### config.mk
export PLATFORM = sky130hd
export DESIGN_NAME = scanline_fx_flat
export DESIGN_NICKNAME = d
export VERILOG_FILES = /design/src/rtl/scanline_pkg.sv /design/src/rtl/scanline_if.sv /design/src/rtl/scanline_fx.sv /design/src/flat_wrapper.sv
export SDC_FILE = /design/constraint.sdc
export NUM_CORES = 1
export LEC_CHECK = 0
export ABC_AREA = 0
export CAP_MARGIN = 10
export CORE_MARGIN = 5
export CORE_UTILIZATION = 36
export DETAILED_ROUTE_END_ITERATION = 8
export GPL_TIMING_DRIVEN = 0
export PLACE_DENSITY_LB_ADDON = 0.25
export SYNTH_ARGS = -nofsm -noshare
export SYNTH_HDL_FRONTEND = slang
export SYNTH_SLANG_ARGS = --single-unit
### constraint.sdc
create_clock -name clk_sys -period 2.45 [get_ports clk_sys]
set_input_delay 0.735 -clock clk_sys [delete_from_list [all_inputs] [get_ports clk_sys]]
set_output_delay 0.735 -clock clk_sys [all_outputs]
set_load 0.01 [all_outputs]
### src/rtl/scanline_pkg.sv
// scanline_fx shared definitions
// mode codes and the per-component dimming table
package scanline_pkg;

  localparam int SL_MAXW = 32;

  localparam logic [1:0] SL_OFF = 2'd0;
  localparam logic [1:0] SL_25  = 2'd1;
  localparam logic [1:0] SL_50  = 2'd2;
  localparam logic [1:0] SL_75  = 2'd3;

  // truncating shift dimming; result never exceeds c
  function automatic logic [SL_MAXW-1:0] dim(
    input logic [SL_MAXW-1:0] c,
    input logic [1:0]         mode
  );
    logic [SL_MAXW-1:0] res;
    res = c;
    unique case (mode)
      SL_OFF: res = c;
      SL_25:  res = c - (c >> 2);
      SL_50:  res = c >> 1;
      SL_75:  res = c >> 2;
    endcase
    return res;
  endfunction

endpackage

### src/rtl/scanline_if.sv
// scanline_fx video stream bundle
// master drives the doubled stream, slave is the effect stage
interface scanline_if #(
  parameter int DW = 8
);

  logic          ce_pix;
  logic [1:0]    scanlines;
  logic          hs_in;
  logic          vs_in;
  logic [DW-1:0] r_in;
  logic [DW-1:0] g_in;
  logic [DW-1:0] b_in;
  logic          hs_out;
  logic          vs_out;
  logic [DW-1:0] r_out;
  logic [DW-1:0] g_out;
  logic [DW-1:0] b_out;

  modport master (
    output ce_pix, scanlines,
    output hs_in, vs_in,
    output r_in, g_in, b_in,
    input  hs_out, vs_out,
    input  r_out, g_out, b_out
  );

  modport slave (
    input  ce_pix, scanlines,
    input  hs_in, vs_in,
    input  r_in, g_in, b_in,
    output hs_out, vs_out,
    output r_out, g_out, b_out
  );

endinterface

### src/rtl/scanline_fx.sv
// scanline effect after the line doubler
// dims odd lines, realigns vsync to line starts
module scanline_fx
  import scanline_pkg::*;
#(
  parameter int DW = 8
) (
  input logic       clk_sys,
  input logic       reset_n,
  scanline_if.slave bus
);

  logic          hs_d_q, hs_d_d;
  logic          vs_d_q, vs_d_d;
  logic          vs_line_q, vs_line_d;
  logic          line_odd_q, line_odd_d;
  logic [1:0]    mode_lat_q, mode_lat_d;
  logic          hs_out_q, hs_out_d;
  logic          vs_out_q, vs_out_d;
  logic [DW-1:0] r_q, r_d;
  logic [DW-1:0] g_q, g_d;
  logic [DW-1:0] b_q, b_d;
  logic          line_start;
  logic          vs_rise;

  // edge detect, parity, mode latch, dim and vsync delay
  always_comb begin
    hs_d_d     = hs_d_q;
    vs_d_d     = vs_d_q;
    vs_line_d  = vs_line_q;
    line_odd_d = line_odd_q;
    mode_lat_d = mode_lat_q;
    hs_out_d   = hs_out_q;
    vs_out_d   = vs_out_q;
    r_d        = r_q;
    g_d        = g_q;
    b_d        = b_q;
    line_start = hs_d_q & ~bus.hs_in;
    vs_rise    = ~vs_d_q & bus.vs_in;
    if (bus.ce_pix) begin
      hs_d_d   = bus.hs_in;
      vs_d_d   = bus.vs_in;
      hs_out_d = bus.hs_in;
      if (line_odd_q) begin
        r_d = DW'(dim(SL_MAXW'(bus.r_in), mode_lat_q));
        g_d = DW'(dim(SL_MAXW'(bus.g_in), mode_lat_q));
        b_d = DW'(dim(SL_MAXW'(bus.b_in), mode_lat_q));
      end else begin
        r_d = bus.r_in;
        g_d = bus.g_in;
        b_d = bus.b_in;
      end
      if (vs_rise) begin
        line_odd_d = 1'b0;
        mode_lat_d = bus.scanlines;
      end else if (line_start) begin
        line_odd_d = ~line_odd_q;
      end
      if (line_start) begin
        vs_out_d  = vs_line_q;
        vs_line_d = bus.vs_in;
      end
    end
  end

  // state registers
  always_ff @(posedge clk_sys or negedge reset_n) begin
    if (!reset_n) begin
      hs_d_q     <= 1'b0;
      vs_d_q     <= 1'b0;
      vs_line_q  <= 1'b0;
      line_odd_q <= 1'b0;
      mode_lat_q <= SL_OFF;
      hs_out_q   <= 1'b0;
      vs_out_q   <= 1'b0;
      r_q        <= '0;
      g_q        <= '0;
      b_q        <= '0;
    end else begin
      hs_d_q     <= hs_d_d;
      vs_d_q     <= vs_d_d;
      vs_line_q  <= vs_line_d;
      line_odd_q <= line_odd_d;
      mode_lat_q <= mode_lat_d;
      hs_out_q   <= hs_out_d;
      vs_out_q   <= vs_out_d;
      r_q        <= r_d;
      g_q        <= g_d;
      b_q        <= b_d;
    end
  end

  assign bus.hs_out = hs_out_q;
  assign bus.vs_out = vs_out_q;
  assign bus.r_out  = r_q;
  assign bus.g_out  = g_q;
  assign bus.b_out  = b_q;

endmodule
### src/flat_wrapper.sv
// flat-port wrapper written by rule: the top's interface ports become plain ports
module scanline_fx_flat import scanline_pkg::*;
#(
  parameter int DW = 8
)
  (clk_sys, reset_n, bus_ce_pix, bus_scanlines, bus_hs_in, bus_vs_in, bus_r_in, bus_g_in, bus_b_in, bus_hs_out, bus_vs_out, bus_r_out, bus_g_out, bus_b_out);
  scanline_if #(.DW(DW)) bus_i ();
  input logic clk_sys;
  input logic reset_n;
  input wire logic [$bits(bus_i.ce_pix)-1:0] bus_ce_pix;
  input wire logic [$bits(bus_i.scanlines)-1:0] bus_scanlines;
  input wire logic [$bits(bus_i.hs_in)-1:0] bus_hs_in;
  input wire logic [$bits(bus_i.vs_in)-1:0] bus_vs_in;
  input wire logic [$bits(bus_i.r_in)-1:0] bus_r_in;
  input wire logic [$bits(bus_i.g_in)-1:0] bus_g_in;
  input wire logic [$bits(bus_i.b_in)-1:0] bus_b_in;
  output wire logic [$bits(bus_i.hs_out)-1:0] bus_hs_out;
  output wire logic [$bits(bus_i.vs_out)-1:0] bus_vs_out;
  output wire logic [$bits(bus_i.r_out)-1:0] bus_r_out;
  output wire logic [$bits(bus_i.g_out)-1:0] bus_g_out;
  output wire logic [$bits(bus_i.b_out)-1:0] bus_b_out;
  assign bus_i.ce_pix = bus_ce_pix;
  assign bus_i.scanlines = bus_scanlines;
  assign bus_i.hs_in = bus_hs_in;
  assign bus_i.vs_in = bus_vs_in;
  assign bus_i.r_in = bus_r_in;
  assign bus_i.g_in = bus_g_in;
  assign bus_i.b_in = bus_b_in;
  assign bus_hs_out = bus_i.hs_out;
  assign bus_vs_out = bus_i.vs_out;
  assign bus_r_out = bus_i.r_out;
  assign bus_g_out = bus_i.g_out;
  assign bus_b_out = bus_i.b_out;
  scanline_fx #(.DW(DW)) u_core (.clk_sys(clk_sys), .reset_n(reset_n), .bus(bus_i));
endmodule
==> run_results.csv, run 1 <==
group,metric,value,unit
status,status,"complete, no violations",
routing,vias,2579,
clock_network,cts_tree,"done",
routing,totalWireLength,7735,um
final_layout,final_cell_mix,"clkdlybuf4s50_1 (39), dfrtp_1 (31), nand2_1 (27)",
pwr,swShare,35.50,%
placement,dpl.hpwl,5937,um
clock_network,ctsHoldBuffers,0,
logic_synthesis,avgSynthCellArea,8.699,sq um
timing,hold_viol,0,
pwr,power.internal,1.537,mW
final_layout,finish.net_count,435,
worst_setup_path,crit_arrival,2.54,ns
final_layout,drive_gt1_share,19.01,%
timing,fmax,420.8,MHz
floorplanning,die_h,97.52,um
routing,ant_nets,0,
timing,fin_hold_ws,0.4926,ns
pwr,pwr-share-comb,48.5,%
logic_synthesis,ys_seq_elements,31,
placement,dp_cells,475,
worst_setup_path,crit_buf_inv,2,
timing,grt_setup_unrepaired,"yes",
worst_setup_path,critPathSlowestCell,"fa_2",
worst_setup_path,worst_setup_path_start_kind,"input port",
floorplanning,start_util,36.25,%
timing,relSlewSlack,53.42,%
logic_synthesis,synth_edf_count,0,
logic_synthesis,ys.flop_type,"dfrtp_1",
clock_network,cts_buffers,5,
worst_setup_path,worst-path-stages,8,
timing,period_share,97.00,%
worst_setup_path,r2r-start,"u_core.mode_lat_q[0]$_DFFE_PN0P_",
pwr,power_density,646.6,nW/um^2
final_layout,final_area,3686,sq um
final_layout,mostFrequentLayoutCell,"clkdlybuf4s50_1",
timing,min_period,2.376,ns
floorplanning,die_area,9510,sq um
floorplanning,fp.coreArea,7607,sq um
worst_setup_path,cp_slowest_stage_delay,0.41,ns
floorplanning,ioPinCount,57,
worst_setup_path,crit_chain,"clkdlybuf4s15_1 > ha_4 > inv_2 > fa_2 > mux2_4 > a22oi_2 > o21ai_1 > mux2_4",
final_layout,area_delta_synth_final,33.67,%
global_route,grt_max_degree,32,
logic_synthesis,syn_inst,317,
global_route,grt_antenna_before_repair,0,
clock_network,clkLatencyLatePin,0.28,ns
global_route,grt_pass1_wl,12780,um
logic_synthesis,ys_async_sr_fraction,100.0,%
worst_setup_path,r2r_end,"u_core.bus.b_out[1]$_DFFE_PN0P_",
timing,worst_pin_slew,0.6986,ns
routing,routed_via_density,5.307,
worst_setup_path,crit_family,"adder cells",
pwr,p_sw,0.8462,mW
pwr,peakVddDrop,0.3957,mV
logic_synthesis,netlist_area,2758,sq um
worst_setup_path,r2r_cells,5,
clock_network,clkTransAtPathRegs,0.07,ns
global_route,grt_usage,16.59,%
final_layout,insertedDiodeCount,0,
worst_setup_path,end_kind,"flip-flop",
timing,setup_viol,0,
clock_network,ctsRootBufferMaster,"clkbuf_8",
placement,place_area,3441,sq um
final_layout,stdcell_count,486,
routing,drc_errors,0,
timing,slew_violations,0,
clock_network,cts.sinks,31,
worst_setup_path,critPathLaunch,"bus_g_in[2]",
worst_setup_path,cp-endpoint,"u_core.bus.g_out[1]$_DFFE_PN0P_",
worst_setup_path,crit_type,"in -> reg",
global_route,grt-ovfl-total,0,
worst_setup_path,path_max_fanout,5,
placement,port_buffers,56,
pwr,seq_power_share,29.0,%
clock_network,cts_buffer_depth,2,
placement,gp_congestion,0.9074,
floorplanning,die_w,97.52,um
worst_setup_path,critPathRequiredTime,2.62,ns
job,drv_cap,0,
worst_setup_path,crit_top_cell,"mux2_4",
routing,wl_per_cell,15.92,um
pwr,power_frac_clock,22.5,%
floorplanning,core.rowCount,32,
routing,dr.first_iter.drc_count,138,
pwr,leakage,1.602,nW
logic_synthesis,ys_seq_area_share,28.13,%
global_route,grt_pass1_vias,2521,
worst_setup_path,r2r_setup_slack,0.90,ns
logic_synthesis,yosysWarnings,0,
logic_synthesis,syn_nets,369,
worst_hold_path,hp-class,"in -> async",
routing,drt_first_pass_iters,4,
timing,finClkSkew,0.003805,ns
clock_network,htreeDepth,2,
logic_synthesis,synth.distinct_cells,53,
repair_timing:
item	in CTS	in global routing
endpoints found under the setup margin	7	6
resized for setup	25	17
pin swaps	8	6
endpoints found under the hold margin	0	0
setup buffers	2	1
cell usage after synthesis, types with 4 or more instances:
library cell / instances / area share (%)
a21oi_1: 17 / 3.1
a31o_2: 4 / 1.3
a31oi_1: 5 / 1.1
buf_2: 7 / 1.3
buf_6: 4 / 1.6
clkbuf_1: 4 / 0.54
dfrtp_1: 31 / 28
ha_1: 18 / 8.2
inv_1: 30 / 4.1
mux2_2: 11 / 4.5
mux2i_1: 5 / 1.8
nand2_1: 27 / 3.7
nand2b_1: 4 / 0.91
nand3_1: 6 / 1.1
nor2_1: 15 / 2.0
nor2b_1: 5 / 1.1
o211ai_1: 9 / 2.4
o21a_1: 4 / 1.1
o21ai_0: 14 / 2.5
o21ai_1: 13 / 2.4
o221ai_1: 4 / 1.3
o22ai_1: 6 / 1.4
o31a_1: 4 / 1.3
xnor2_1: 7 / 2.2
xor2_1: 6 / 1.9
metal layers:
metal / vias to the layer above / track usage, % / share of wire (%)
met1: 1205 / 23.12 / 47
li1: 1285 / - / -
met4: 0 / 3.514 / 0.71
met5: - / 0 / 0
met2: 82 / 26.36 / 46
met3: 7 / 3.661 / 7.0
worst min-delay path by stage:
stage	startpoint	to	slack [ns]
finish	reset_n	u_core.bus.g_out[2]$_DFFE_PN0P_	0.49
CTS	u_core.bus.r_out[6]$_DFFE_PN0P_	u_core.bus.r_out[6]$_DFFE_PN0P_	0.51
detailed placement	u_core.bus.r_out[6]$_DFFE_PN0P_	u_core.bus.r_out[6]$_DFFE_PN0P_	0.49
global placement	u_core.vs_line_q$_DFFE_PN0P_	u_core.vs_line_q$_DFFE_PN0P_	0.49
floorplan	reset_n	u_core.bus.b_out[0]$_DFFE_PN0P_	0.44
global route	u_core.vs_line_q$_DFFE_PN0P_	u_core.bus.vs_out$_DFFE_PN0P_	0.53
layout make-up:
cell class | count | area, sq um
Buffer | 18 | 121.4
Sequential cell | 31 | 775.7
Multi-Input combinational cell | 238 | 1844
Inverter | 30 | 112.6
Fill cell | 760 | 3921
Tap cell | 102 | 127.6
Clock inverter | 2 | 35.03
Timing Repair Buffer | 59 | 586.8
Clock buffer | 6 | 82.58
metrics by stage:
stage               util, %  total power [mW]  setup TNS [ns]  worst slack, ns
global route          48.45             2.550        -0.01354         -0.01354
detailed placement    45.23             1.829          -5.906          -0.5322
global placement      45.30             1.815          -6.535          -0.5143
finish                48.45             2.383               0          0.07354
floorplan                 -             1.370               0           0.1819
CTS                   47.55             2.393               0         0.004466
flip-flops by register name, indices dropped and copies added, names as in the netlist:
| signal | cells |
|---|---|
| u_core.vs_d_q | 1 |
| u_core.bus.b_out | 8 |
| u_core.bus.vs_out | 1 |
| u_core.bus.g_out | 8 |
| u_core.line_odd_q | 1 |
| u_core.vs_line_q | 1 |
| u_core.mode_lat_q | 2 |
| u_core.hs_d_q | 1 |
| u_core.bus.r_out | 8 |
cells by family (layout without fill, tap and decap cells):
group	count (synthesis)	in the layout	share of synthesized area, %
AO/OA/AOI/OAI	108	108	26.41
AND/OR/NAND/NOR	75	75	13.88
buffers and inverters	48	115	8.484
flip-flops	31	31	28.13
adder cells (fa/ha/maj)	21	21	10.35
multiplexers	21	21	8.621
XOR/XNOR	13	13	4.129
power groups by stage:
stage / Sequential [mW] / Combinational (mW) / Clock, mW
floorplan: 0.741 / 0.628 / 0
global placement: 0.700 / 1.12 / 0
detailed placement: 0.701 / 1.13 / 0
CTS: 0.692 / 1.16 / 0.544
global route: 0.706 / 1.27 / 0.572
finish: 0.691 / 1.16 / 0.536
worst register-to-register path, delay by kind of cell, from the launching register on:
kind,cells,cell delay [ns]
buffers and inverters,2,0.43
multiplexers,1,0.27
flip-flops,1,0.37
AO/OA/AOI/OAI,2,0.38
Note: power is estimated with default switching activity, not from simulation.
==> inputs of run 2 (changes only) <==
--- a/config.mk
+++ b/config.mk
@@ -8,7 +8,7 @@
 export ABC_AREA = 0
 export CAP_MARGIN = 10
 export CORE_MARGIN = 5
-export CORE_UTILIZATION = 36
+export CORE_UTILIZATION = 49
 export DETAILED_ROUTE_END_ITERATION = 8
 export GPL_TIMING_DRIVEN = 0
 export PLACE_DENSITY_LB_ADDON = 0.25
==> run_results.csv, run 2 (synthesized netlist as in run 1, its figures left out) <==
group,metric,value,unit
final_layout,final_area,3650,sq um
job,drv_cap,0,
clock_network,clkLatencyLatePin,0.28,ns
final_layout,finish.net_count,439,
final_layout,area_delta_synth_final,32.35,%
final_layout,drive_gt1_share,20.10,%
worst_setup_path,path_max_fanout,4,
floorplanning,fp.coreArea,5473,sq um
pwr,power,2.390,mW
pwr,power_density,654.9,nW/um^2
floorplanning,die_w,85.02,um
routing,totalWireLength,7713,um
timing,setup_viol,0,
timing,relSlewSlack,49.88,%
placement,dp_cells,445,
final_layout,final_cell_mix,"clkdlybuf4s50_1 (40), dfrtp_1 (31), nand2_1 (27)",
timing,fin_ws,0.06101,ns
routing,dr.first_iter.drc_count,235,
final_layout,mostFrequentLayoutCell,"clkdlybuf4s50_1",
timing,slew_violations,0,
global_route,grt_antenna_before_repair,0,
timing,fmax,418.6,MHz
pwr,peakVddDrop,0.4362,mV
routing,vias,2692,
placement,port_buffers,56,
worst_hold_path,hp-class,"reg -> reg",
final_layout,stdcell_count,460,
clock_network,cts_buffers,5,
floorplanning,core.rowCount,27,
clock_network,ctsRootBufferMaster,"clkbuf_8",
worst_setup_path,end_kind,"flip-flop",
timing,worst_pin_slew,0.7518,ns
clock_network,cts_tree,"done",
floorplanning,die_area,7228,sq um
floorplanning,die_h,85.02,um
status,status,"complete, no violations",
final_layout,insertedDiodeCount,0,
timing,hold_viol,0,
floorplanning,start_util,50.39,%
worst_setup_path,crit_arrival,2.61,ns
global_route,grt_pass1_wl,12600,um
routing,ant_nets,0,
placement,place_ws,-0.5267,ns
timing,finClkSkew,0.009207,ns
pwr,leakage,1.605,nW
clock_network,clkTransAtPathRegs,0.07,ns
timing,period_share,97.51,%
clock_network,htreeDepth,2,
clock_network,cts_buffer_depth,2,
placement,dpl.hpwl,5636,um
clock_network,cts.sinks,31,
clock_network,ctsHoldBuffers,0,
placement,gp_congestion,0.8795,
global_route,grt_max_degree,32,
worst_setup_path,crit_type,"in -> reg",
worst_setup_path,critPathRequiredTime,2.68,ns
floorplanning,ioPinCount,57,
routing,wl_per_cell,16.77,um
routing,drt_first_pass_iters,5,
worst_setup_path,worst_setup_path_start_kind,"input port",
global_route,grt-ovfl-total,0,
placement,place_area,3403,sq um
global_route,grt_pass1_vias,2598,
routing,drc_errors,0,
timing,min_period,2.389,ns
global_route,grt_usage,21.29,%
timing,fin_hold_ws,0.5004,ns
routing,routed_via_density,5.852,
==> run 2: worst paths after layout <==
path,start,endpoint,slack (ns),depth (start not counted)
worst max register to register,u_core.line_odd_q$_DFFE_PN0P_,u_core.bus.r_out[6]$_DFFE_PN0P_,0.89,5
max in group asynchronous,reset_n,u_core.bus.g_out[0]$_DFFE_PN0P_,1.45,1
worst max-delay path,bus_r_in[4],u_core.bus.r_out[6]$_DFFE_PN0P_,0.06,8
worst min register to register,u_core.bus.b_out[6]$_DFFE_PN0P_,u_core.bus.b_out[6]$_DFFE_PN0P_,0.50,1
worst min-delay path,u_core.bus.b_out[6]$_DFFE_PN0P_,u_core.bus.b_out[6]$_DFFE_PN0P_,0.50,1
min in group asynchronous,reset_n,u_core.bus.b_out[6]$_DFFE_PN0P_,0.51,1
==> run 2: layout make-up <==
class	count	area, sq um
clock buffers	6	82.58
clock inverters	2	35.03
multi-input cells	238	1824
fillers	475	1823
flip-flops and latches	31	775.7
well taps	72	90.09
inverters	30	112.6
plain buffers	18	121.4
repair buffers	63	608.1
==> run 2: stage by stage <==
step,TNS (ns),util (%)
6_report,0,66.69
5_1_grt,-0.03158,66.69
4_1_cts,0,65.29
3_5_place_dp,-5.739,62.19
3_3_place_gp,-6.092,62.28
2_1_floorplan,0,-
==> run 2: critical path, cell delays in order <==
cell and delay [ns]:
clkdlybuf4s50_1 0.56, inv_1 0.13, ha_4 0.26, a21oi_2 0.17, o211ai_1 0.14, or3_1 0.32
a21oi_1 0.15, o22a_1 0.16
==> run 2: metal layers <==
metal  vias up  part of all wire (%)  GRT usage [%]
met5         -                     0              0
met1      1269                    44          28.55
li1       1285                     -              -
met4         0                   1.3          5.036
met3        12                   7.0          4.175
met2       126                    48          35.31
==> run 2: power by group <==
group	switching (mW)	internal (mW)	total, mW
logic	0.581	0.583	1.16
clock network	0.205	0.329	0.534
registers	0.0633	0.629	0.692
==> run 2: repair_timing <==
item,4_1_cts,5_1_grt
pin swaps,9,7
resized for setup,22,16
endpoints found under the hold margin,0,0
endpoints found under the setup margin,6,7
buffers inserted,4,3
